$ cat src/rtl/song_reader.sv
`timescale 1ns/1ps
`default_nettype none
// ============================================================================
// song_reader : walks a song's ROM entries and hands notes to the note player
// Revision    : 1.0
// ============================================================================
module song_reader #(
   parameter int SONG_W = 2,
   parameter int IDX_W  = 5,
   parameter int NOTE_W = 6,
   parameter int DUR_W  = 6
) (
   input  logic                       clk,
   input  logic                       reset,
   input  logic                       play,
   input  logic [SONG_W-1:0]          song,
   input  logic                       note_done,
   output logic [SONG_W+IDX_W-1:0]    rom_addr,
   input  logic [NOTE_W+DUR_W-1:0]    rom_data,
   output logic [NOTE_W-1:0]          note,
   output logic [DUR_W-1:0]           duration,
   output logic                       new_note,
   output logic                       song_done,
   output logic                       busy
);

   localparam logic [2:0] c_IDLE    = 3'd0;
   localparam logic [2:0] c_FETCH   = 3'd1;
   localparam logic [2:0] c_RDATA   = 3'd2;
   localparam logic [2:0] c_WAIT    = 3'd3;
   localparam logic [2:0] c_DONE    = 3'd4;
   localparam logic [2:0] c_STOPPED = 3'd5;

   logic [2:0]        r_state;
   logic [SONG_W-1:0] r_song_q;
   logic [IDX_W-1:0]  r_idx;
   logic [NOTE_W-1:0] r_note;
   logic [DUR_W-1:0]  r_duration;
   logic              r_new_note;

   logic [NOTE_W-1:0] w_rom_note;
   logic [DUR_W-1:0]  w_rom_dur;

   assign w_rom_note = rom_data[NOTE_W+DUR_W-1:DUR_W];
   assign w_rom_dur  = rom_data[DUR_W-1:0];

   always_ff @(posedge clk or negedge reset) begin
      if (!reset) begin
         r_state    <= c_IDLE;
         r_song_q   <= '0;
         r_idx      <= '0;
         r_note     <= '0;
         r_duration <= '0;
         r_new_note <= 1'b0;
      end else begin
         r_new_note <= 1'b0;
         case (r_state)
            c_IDLE: begin
               // A song change takes priority and costs one idle cycle
               if (song != r_song_q) begin
                  r_song_q <= song;
                  r_idx    <= '0;
               end else if (play) begin
                  r_state <= c_FETCH;
               end
            end
            c_FETCH: begin
               r_state <= play ? c_RDATA : c_IDLE;
            end
            c_RDATA: begin
               if (!play) begin
                  r_state <= c_IDLE;
               end else if (w_rom_dur == '0) begin
                  r_state <= c_DONE;
               end else begin
                  r_note     <= w_rom_note;
                  r_duration <= w_rom_dur;
                  r_new_note <= 1'b1;
                  r_state    <= c_WAIT;
               end
            end
            c_WAIT: begin
               // note_done coincident with new_note belongs to the previous note
               if (!play) begin
                  r_state <= c_IDLE;
               end else if (note_done && !r_new_note) begin
                  if (&r_idx) begin
                     r_state <= c_DONE;
                  end else begin
                     r_idx   <= r_idx + IDX_W'(1);
                     r_state <= c_FETCH;
                  end
               end
            end
            c_DONE: begin
               r_idx   <= '0;
               r_state <= c_STOPPED;
            end
            c_STOPPED: begin
               if (!play) begin
                  r_state <= c_IDLE;
               end
            end
            default: begin
               r_state <= c_IDLE;
            end
         endcase
      end
   end

   assign rom_addr  = {r_song_q, r_idx};
   assign note      = r_note;
   assign duration  = r_duration;
   assign new_note  = r_new_note;
   assign song_done = (r_state == c_DONE);
   assign busy      = (r_state != c_IDLE);

endmodule
`default_nettype wire
$ cat config.mk
export PLATFORM = sky130hd
export DESIGN_NAME = song_reader
export DESIGN_NICKNAME = d
export VERILOG_FILES = /design/src/rtl/song_reader.sv
export SDC_FILE = /design/constraint.sdc
export NUM_CORES = 1
export LEC_CHECK = 0
export BUFFER_PORTS_ARGS = -buffer_cell sky130_fd_sc_hd__buf_2
export CORE_MARGIN = 3
export CORE_UTILIZATION = 52
export CTS_CLUSTER_SIZE = 40
export DETAILED_ROUTE_END_ITERATION = 8
export PLACE_DENSITY = 0.89
export SYNTH_ARGS = -nofsm -noshare
export SYNTH_HDL_FRONTEND = slang
export SYNTH_SLANG_ARGS = --single-unit
$ cat constraint.sdc
create_clock -name clk -period 3.8 [get_ports clk]
set_input_delay 0.76 -clock clk [delete_from_list [all_inputs] [get_ports clk]]
set_output_delay 0.76 -clock clk [all_outputs]
set_load 0.01 [all_outputs]
# Yosys cells after proc, flatten, opt, wreduce, memory -nomap -nowiden
# Index checks and enable logic that the tools add are counted.
# word_totals
latch_bits	0
ram_bits	0
inputBits	18
register_bits	23
out_inout_bits	22
rom_bits	0
mem_count	0
elab_cells	51
# classes
multipliers	0
div_mod_pow	0
shift	0
bitwise_logic	1
reduce_logical	11
muxes	18
add_sub_neg	1
magnitude_cmp	0
n_eq_ne	14
# ops
cell	count
2-to-1 mux 3 bit	8
2-to-1 mux 5 bit	4
one-hot mux 3 bit (6 select lines)	1
one-hot mux 5 bit (3 select lines)	1
!= test 2 bit (second input constant)	7
AND reduction 5 bit	2
equality test 3 x 2 -> 1 bit (second input constant)	2
equality test 3 bit (second input constant)	2
logical NOT 6 bit	1
nonzero test 3 bit	2
adder 5 x 1 -> 5 bit (second input constant)	1
AND reduction 4 bit	1
equality test 3 x 1 -> 1 bit (second input constant)	1
logical NOT 3 bit	1
2-to-1 mux 1 bit	3
!= test 3 bit (second input constant)	1
AND reduction 3 bit	1
2-to-1 mux 2 bit	1
!= test 2 bit	1
AND reduction 2 bit	1
logical AND 1 bit	1
logical NOT 1 bit	1
inverter 1 bit	1

# Longest topological paths before layout
# Gate-level depths: netlist of run 1.
# logic_depth
ltp_word	5
mapped_depth	7
mapped_depth_nobuf	7

# Worst setup path after synthesis of run 1
# No wires, ideal clock.
# synth_path
path_type	flip-flop to flip-flop
start	register r_idx[0]
end	register r_idx[1]
arrival_ps	1731
required_time_ps	3679
setup_slack_ps	1948
stages_incl_launch_ff	8
n_path_buf	0
synth_period_minus_slack_ps	1852
setup_ps	121
path_cell_list	dfrtp_1 -> ha_1 -> and3_1 -> ha_1 -> nor3b_1 -> nand3_1 -> and2_1 -> a22o_1
# synth_via
elab_chain_len	5
word_cells_on_any_way	8
cone_classes	add/sub (1); eq/ne (1); mux (4); reduce/logical (2)
# synth_rtl
element	line	source
start: declaration	36	logic [IDX_W-1:0] r_idx;
start signal: assignment	90	r_idx <= r_idx + IDX_W'(1);
adder 5 x 1 -> 5 bit	90	
2-to-1 mux 5 bit	87	if (&r_idx) begin
2-to-1 mux 5 bit	86	end else if (note_done && !r_new_note) begin
2-to-1 mux 5 bit	84	if (!play) begin
one-hot mux 5 bit (3 select lines)	57	case (r_state)
# Parallel ways exist; a longest one is shown, timed or not. The select of a mux whose other input is x is not followed.
# A chain may end at the register's enable or synchronous reset.

# Final worst setup path of run 1
# layout_path
start	register r_state[0]
end	output port busy
# layout_via
elab_chain_len	1
# layout_rtl
element	line	source
start: declaration	34	logic [2:0] r_state;
start signal: assignment	49	r_state <= c_IDLE;
start signal: assignment	64	r_state <= c_FETCH;
start signal: assignment	68	r_state <= play ? c_RDATA : c_IDLE;
nonzero test 3 bit	116	assign busy = (r_state != c_IDLE);
end: declaration	24	output logic busy
# Every way passes these cells.

==> results of run 1 <==
-- state kept, by name (all words and copies together) (netlist names) --
register,flops
r_song_q,2
duration,6
r_state,3
r_idx,5
note,6
new_note,1
-- logic make-up after synthesis --
group,Yosys count
adder cells (fa/ha/maj),2
AO/OA/AOI/OAI,11
AND/OR/NAND/NOR,34
XOR/XNOR,2
buffers and inverters,5
multiplexers,14
flip-flops,23
-- per-layer routing --
layer  vias to the layer above  share of wire  track usage
met5                         -              0            0
met4                         0          0.032        0.111
met3                        12          0.042       0.0228
met2                        44           0.52        0.333
met1                       446           0.40        0.260
li1                        413              -            -
-- metrics by stage --
stage	instance area, um2	instances
2_1_floorplan	1140	91
3_3_place_gp	1330	154
3_5_place_dp	1330	154
4_1_cts	1360	158
5_1_grt	1360	158
6_report	1360	158
-- power breakdown --
| part | switching [uW] | internal [uW] | total [uW] |
|---|---|---|---|
| Sequential | 69.8 | 328 | 398 |
| Combinational | 173 | 202 | 375 |
| Clock | 78.6 | 39.5 | 118 |
| Total | 321 | 570 | 891 |
-- layout by cell type (no fill, tap or decap) --
master / count
nand3_1: 7
o22a_1: 2
and3_1: 1
and3_2: 1
nand3b_1: 2
o21ai_0: 3
a22o_1: 2
nor2_1: 5
nor4_1: 1
nand4_1: 3
nor3_1: 1
nor3b_1: 2
a22oi_1: 1
and2_4: 1
nand2_1: 3
a31oi_1: 1
mux2_2: 5
and3b_4: 1
and3b_1: 1
o31ai_1: 1
mux2_4: 9
and2b_2: 1
buf_2: 39
ha_1: 2
clkinv_2: 1
and2_2: 1
clkbuf_4: 3
dfrtp_1: 23
inv_1: 2
and2_1: 1
o311ai_0: 1
nand2b_1: 2
xor2_1: 2
-- critical path, stage by stage, from the launching register on --
cell,delay (ns)
dfrtp_1,0.55
nor3_1,0.40
inv_1,0.07
buf_2,0.14
-- how the worst max path moves through the flow --
| stage | start | to | slack (ns) | cells past startpoint |
|---|---|---|---|---|
| final | r_state[0]$_DFFE_PN0P_ | busy | 1.55 | 3 |
| after CTS | r_state[0]$_DFFE_PN0P_ | busy | 1.54 | 3 |
| after detailed placement | r_idx[0]$_DFFE_PN0P_ | r_idx[2]$_DFFE_PN0P_ | 1.81 | 6 |
| after global routing | r_state[0]$_DFFE_PN0P_ | busy | 1.41 | 3 |
| after global placement | rom_data[5] | duration[2]$_DFFE_PN0P_ | 1.89 | 5 |
| after floorplan | r_idx[0]$_DFFE_PN0P_ | r_idx[1]$_DFFE_PN0P_ | 1.95 | 7 |
-- final cells by class --
class,instances,share of cell area
clock buffer,3,0.0166
clock inverter,1,0.00369
inverter,2,0.00553
multi-input combinational,63,0.382
sequential,23,0.424
tap,27,0.0249
timing repair buffer,39,0.144
==> results.sh, run 1 <==
export IMPL_cp_end_kind="primary output"
export IMPL_route_detailed_drc=0
export IMPL_drt_total_wl_mm=2.57
export IMPL_p_total_uw=891
export IMPL_finalSetupViolCount=0
export IMPL_post_cts_resized=0
export IMPL_drv_cap=0
export IMPL_yosys_area_share_adder=0.0220
export IMPL_synthTopCellsByArea="dfrtp_1 51%, mux2_4 12%, mux2_2 5.0%"
export IMPL_synthToLayoutAreaGrowth_pct=19.5
export IMPL_place_gp_congestion=0.926
export IMPL_clk_latency_ns=0.32
export IMPL_post_place_ws_ns=1.81
export IMPL_crit_arrival_ns=1.49
export IMPL_final_fill_count=161
export IMPL_core_um2=2020
export IMPL_grt_overflow=0
export IMPL_p_leak_uw=0.000687
export IMPL_crit_path_max_fanout=14
export IMPL_ys_seq_area_frac=0.507
export IMPL_antenna_left=0
export IMPL_netlist_area_leader_share=0.507
export IMPL_wire_per_inst_um=16.2
export IMPL_hold_violations=0
export IMPL_p_per_area_nw_per_um2=656
export IMPL_via_per_inst=5.79
export IMPL_outcome="finished clean"
export IMPL_rows=16
export IMPL_die_y_um=52.7
export IMPL_clkTransAtPathRegs_ns=0.13
export IMPL_synth_top_cells_by_count="23 x dfrtp_1, 9 x mux2_4, 7 x nand3_1"
export IMPL_dr_pass1_iters=5
export IMPL_skew_ns=0.00500
export IMPL_tightest_slew_ns=0.516
export IMPL_clock_sinks=23
export IMPL_yosysWarnings=0
export IMPL_whs_ns=0.388
export IMPL_rsz0062_at_grt="false"
export IMPL_timing_fmax_mhz=444
export IMPL_slew_limit_headroom=0.656
export IMPL_drt_first_iter_violations=21
export IMPL_period_minus_slack_ns=2.25
export IMPL_avgSynthCellArea_um2=12.5
export IMPL_post_cts_repair_setup_buffers=0
export IMPL_async_flop_share=1.00
export IMPL_ir_worst_vdd_uv=443
export IMPL_hpwlAfterDp_mm=1.95
export IMPL_synthSimpleGateAreaFrac=0.180
export IMPL_grt_pass1_vias=902
export IMPL_ys_types=33
export IMPL_ios=40
export IMPL_synth_xor_area_frac=0.0154
export IMPL_required_ns=3.04
export IMPL_netlist_instances=91
export IMPL_path_class="register to primary output"
export IMPL_grt_pass1_wl_mm=4.13
export IMPL_yosysMostFrequentCell="dfrtp_1"
export IMPL_synth_edf_count=0
export IMPL_tns_ns=0
export IMPL_grtUsageTotal=0.203
export IMPL_hold_path_class="primary input to asynchronous set/reset pin"
export IMPL_slew_viol_final=0
export IMPL_synth_compound_area_frac=0.0705
export IMPL_cts_buffers=3
export IMPL_synth_seq_cells=23
export IMPL_syn_nets=111
export IMPL_drive_above_1_share=0.473
export IMPL_nets=152
export IMPL_fin_ws_ns=1.55
export IMPL_multiInputGateArea_um2=518
export IMPL_synth_top_area_cell="dfrtp_1"
export IMPL_synthMuxAreaShare=0.169
export IMPL_syn_area_um2=1140
export IMPL_final_core_util=0.671
export IMPL_postCtsHoldBufs=0
export IMPL_cts_root_buf="clkbuf_4"
export IMPL_seq_area_um2=576
export IMPL_die_w_um=52.7
export IMPL_h_tree_depth=1
export IMPL_cts_path_max_buffers=2
export IMPL_diodes=0
export IMPL_cts_tree="built"
export IMPL_die_area_um2=2780
export IMPL_r2r_worst_path_cells=6
export IMPL_grt_max_degree=24
export IMPL_vias=915
export IMPL_synth_top_flop_cell="dfrtp_1"
export IMPL_start_util=0.562
export IMPL_synth_top_family_by_area="simple AND/OR/NAND/NOR gates"
export IMPL_critPathLaunchType="register"
export IMPL_antenna_found_initial=0
export IMPL_reg2reg_from="r_idx[0]$_DFFE_PN0P_"
export IMPL_r2r_setup_slack_ns=1.76
export IMPL_r2r_end="r_idx[2]$_DFFE_PN0P_"
export IMPL_layout_worst_path_cycle_share=0.592
export IMPL_port_buffers=39
(Power assumes the default switching activity.)
==> run 2, diff against run 1 <==
--- a/config.mk
+++ b/config.mk
@@ -7,10 +7,10 @@
 export LEC_CHECK = 0
 export BUFFER_PORTS_ARGS = -buffer_cell sky130_fd_sc_hd__buf_2
 export CORE_MARGIN = 3
-export CORE_UTILIZATION = 52
+export CORE_UTILIZATION = 44
 export CTS_CLUSTER_SIZE = 40
 export DETAILED_ROUTE_END_ITERATION = 8
-export PLACE_DENSITY = 0.89
+export PLACE_DENSITY = 0.81
 export SYNTH_ARGS = -nofsm -noshare
 export SYNTH_HDL_FRONTEND = slang
 export SYNTH_SLANG_ARGS = --single-unit
==> constraint.sdc (replaced) <==
create_clock -name clk -period 1.95 [get_ports clk]
set_input_delay 0.39 -clock clk [delete_from_list [all_inputs] [get_ports clk]]
set_output_delay 0.39 -clock clk [all_outputs]
set_load 0.01 [all_outputs]
==> run 2 against run 1 <==
Critical path depth rose by 4. Setup slack worse by 1.5 ns. Sequential cell count did not move. Clock-buffer cell count unchanged. Wire length decreased by 1.8%. Cell count grew 2.5%. Global-route usage is 4.1 points lower. Register-to-register slack worse by 1.7 ns. Critical endpoint is now r_idx[4]$_DFFE_PN0P_. Clock power up 86%.
==> results.sh, run 2 (synthesis results as in run 1) <==
export IMPL_cts_buffers=3
export IMPL_grt_pass1_vias=913
export IMPL_ir_worst_vdd_uv=920
export IMPL_met3_usage=0.0437
export IMPL_die_w_um=56.8
export IMPL_rows=17
export IMPL_antenna_left=0
export IMPL_cts_tree="built"
export IMPL_grt_overflow=0
export IMPL_grt_pass1_wl_mm=4.07
export IMPL_ios=40
export IMPL_grtUsageTotal=0.162
export IMPL_finalSetupViolCount=0
export IMPL_outcome="finished clean"
export IMPL_required_ns=2.16
export IMPL_slew_viol_final=0
export IMPL_die_y_um=56.8
export IMPL_synthToLayoutAreaGrowth_pct=23.1
export IMPL_p_leak_uw=0.000709
export IMPL_clock_sinks=23
export IMPL_nets=155
export IMPL_cp_end_kind="register"
export IMPL_wire_per_inst_um=15.5
export IMPL_place_gp_congestion=0.713
export IMPL_drv_cap=0
export IMPL_via_per_inst=5.52
export IMPL_met2_usage=0.259
export IMPL_hold_violations=0
export IMPL_tightest_slew_ns=0.516
export IMPL_slew_limit_headroom=0.653
export IMPL_h_tree_depth=1
export IMPL_clkTransAtPathRegs_ns=0.12
export IMPL_cts_path_max_buffers=2
export IMPL_route_detailed_drc=0
export IMPL_crit_path_max_fanout=4
export IMPL_drive_above_1_share=0.515
export IMPL_clk_latency_ns=0.32
export IMPL_die_area_um2=3230
export IMPL_diodes=0
export IMPL_post_place_ws_ns=-0.0415
export IMPL_start_util=0.490
export IMPL_layout_worst_path_cycle_share=0.974
export IMPL_period_minus_slack_ns=1.90
export IMPL_grt_max_degree=24
export IMPL_p_per_area_nw_per_um2=1250
export IMPL_timing_fmax_mhz=526
export IMPL_crit_arrival_ns=2.11
export IMPL_antenna_found_initial=0
export IMPL_whs_ns=0.0178
export IMPL_p_total_uw=1750
export IMPL_path_class="register to register"
export IMPL_core_um2=2320
export IMPL_r2r_worst_path_cells=7
export IMPL_use_met1=0.194
export IMPL_skew_ns=0.00697
export IMPL_port_buffers=39
export IMPL_grt_busiest_layer="met2"
export IMPL_most_common_layout_cells="39 x buf_2, 23 x dfrtp_1, 9 x mux2_4, 6 x nand3_1"
export IMPL_hold_path_class="primary input to asynchronous set/reset pin"
export IMPL_drt_total_wl_mm=2.52
export IMPL_critPathLaunchType="register"
export IMPL_final_common_cell="buf_2"
export IMPL_vias=894
export IMPL_cts_root_buf="clkbuf_4"
export IMPL_fin_ws_ns=0.0501
export IMPL_dr_pass1_iters=4
export IMPL_hpwlAfterDp_mm=1.87
export IMPL_drt_first_iter_violations=44
-- run 2: critical path, stage by stage (launching register included) --
cell	delay [ns]
dfrtp_1	0.41
ha_1	0.24
and3_1	0.18
ha_1	0.21
nor3b_2	0.22
nand3_2	0.16
and2_4	0.20
a22o_1	0.18
-- run 2: repair_timing --
action / CTS / global route
hold buffers: 0 / 0
gates resized for setup: 1 / 3
setup buffers: 1 / 0
pin swaps: 1 / 1
setup endpoints to repair: 3 / 5
-- run 2: path summary, 6_finish.rpt --
| check | slack, ns | from | endpoint |
|---|---|---|---|
| max reg2reg | 0.05 | r_idx[0]$_DFFE_PN0P_ | r_idx[4]$_DFFE_PN0P_ |
| min in group clk | 0.29 | rom_data[10] | note[4]$_DFFE_PN0P_ |
| max | 0.05 | r_idx[0]$_DFFE_PN0P_ | r_idx[4]$_DFFE_PN0P_ |
| max in group asynchronous | 1.58 | reset | note[1]$_DFFE_PN0P_ |
| min | 0.02 | reset | duration[1]$_DFFE_PN0P_ |
| min reg2reg | 0.51 | duration[0]$_DFFE_PN0P_ | duration[0]$_DFFE_PN0P_ |
-- run 2: layout make-up --
type,instances,area (um2)
Inverter,2,7.51
Clock inverter,1,5.00
Clock buffer,3,22.5
Tap cell,28,35.0
Multi-Input combinational cell,63,536
Fill cell,191,920
Timing Repair Buffer,42,218
Sequential cell,23,576
-- run 2: metal layers --
layer,part of all wire,vias to the layer above
li1,-,418
met1,0.40,435
met2,0.51,36
met3,0.073,5
met4,0.021,0
met5,0,-
-- run 2: stage by stage --
step           instances  utilization  cell area (um2)  setup TNS (ns)
5_1_grt              162        0.603             1400         -0.0300
3_3_place_gp         157        0.581             1350               0
4_1_cts              162        0.598             1390               0
3_5_place_dp         157        0.581             1350          -0.105
2_1_floorplan         91            -             1140               0
6_report             162        0.603             1400               0
-- run 2: power breakdown --
part	internal (uW)	switching, uW
clock	76.8	143
combinational	415	342
sequential	639	137
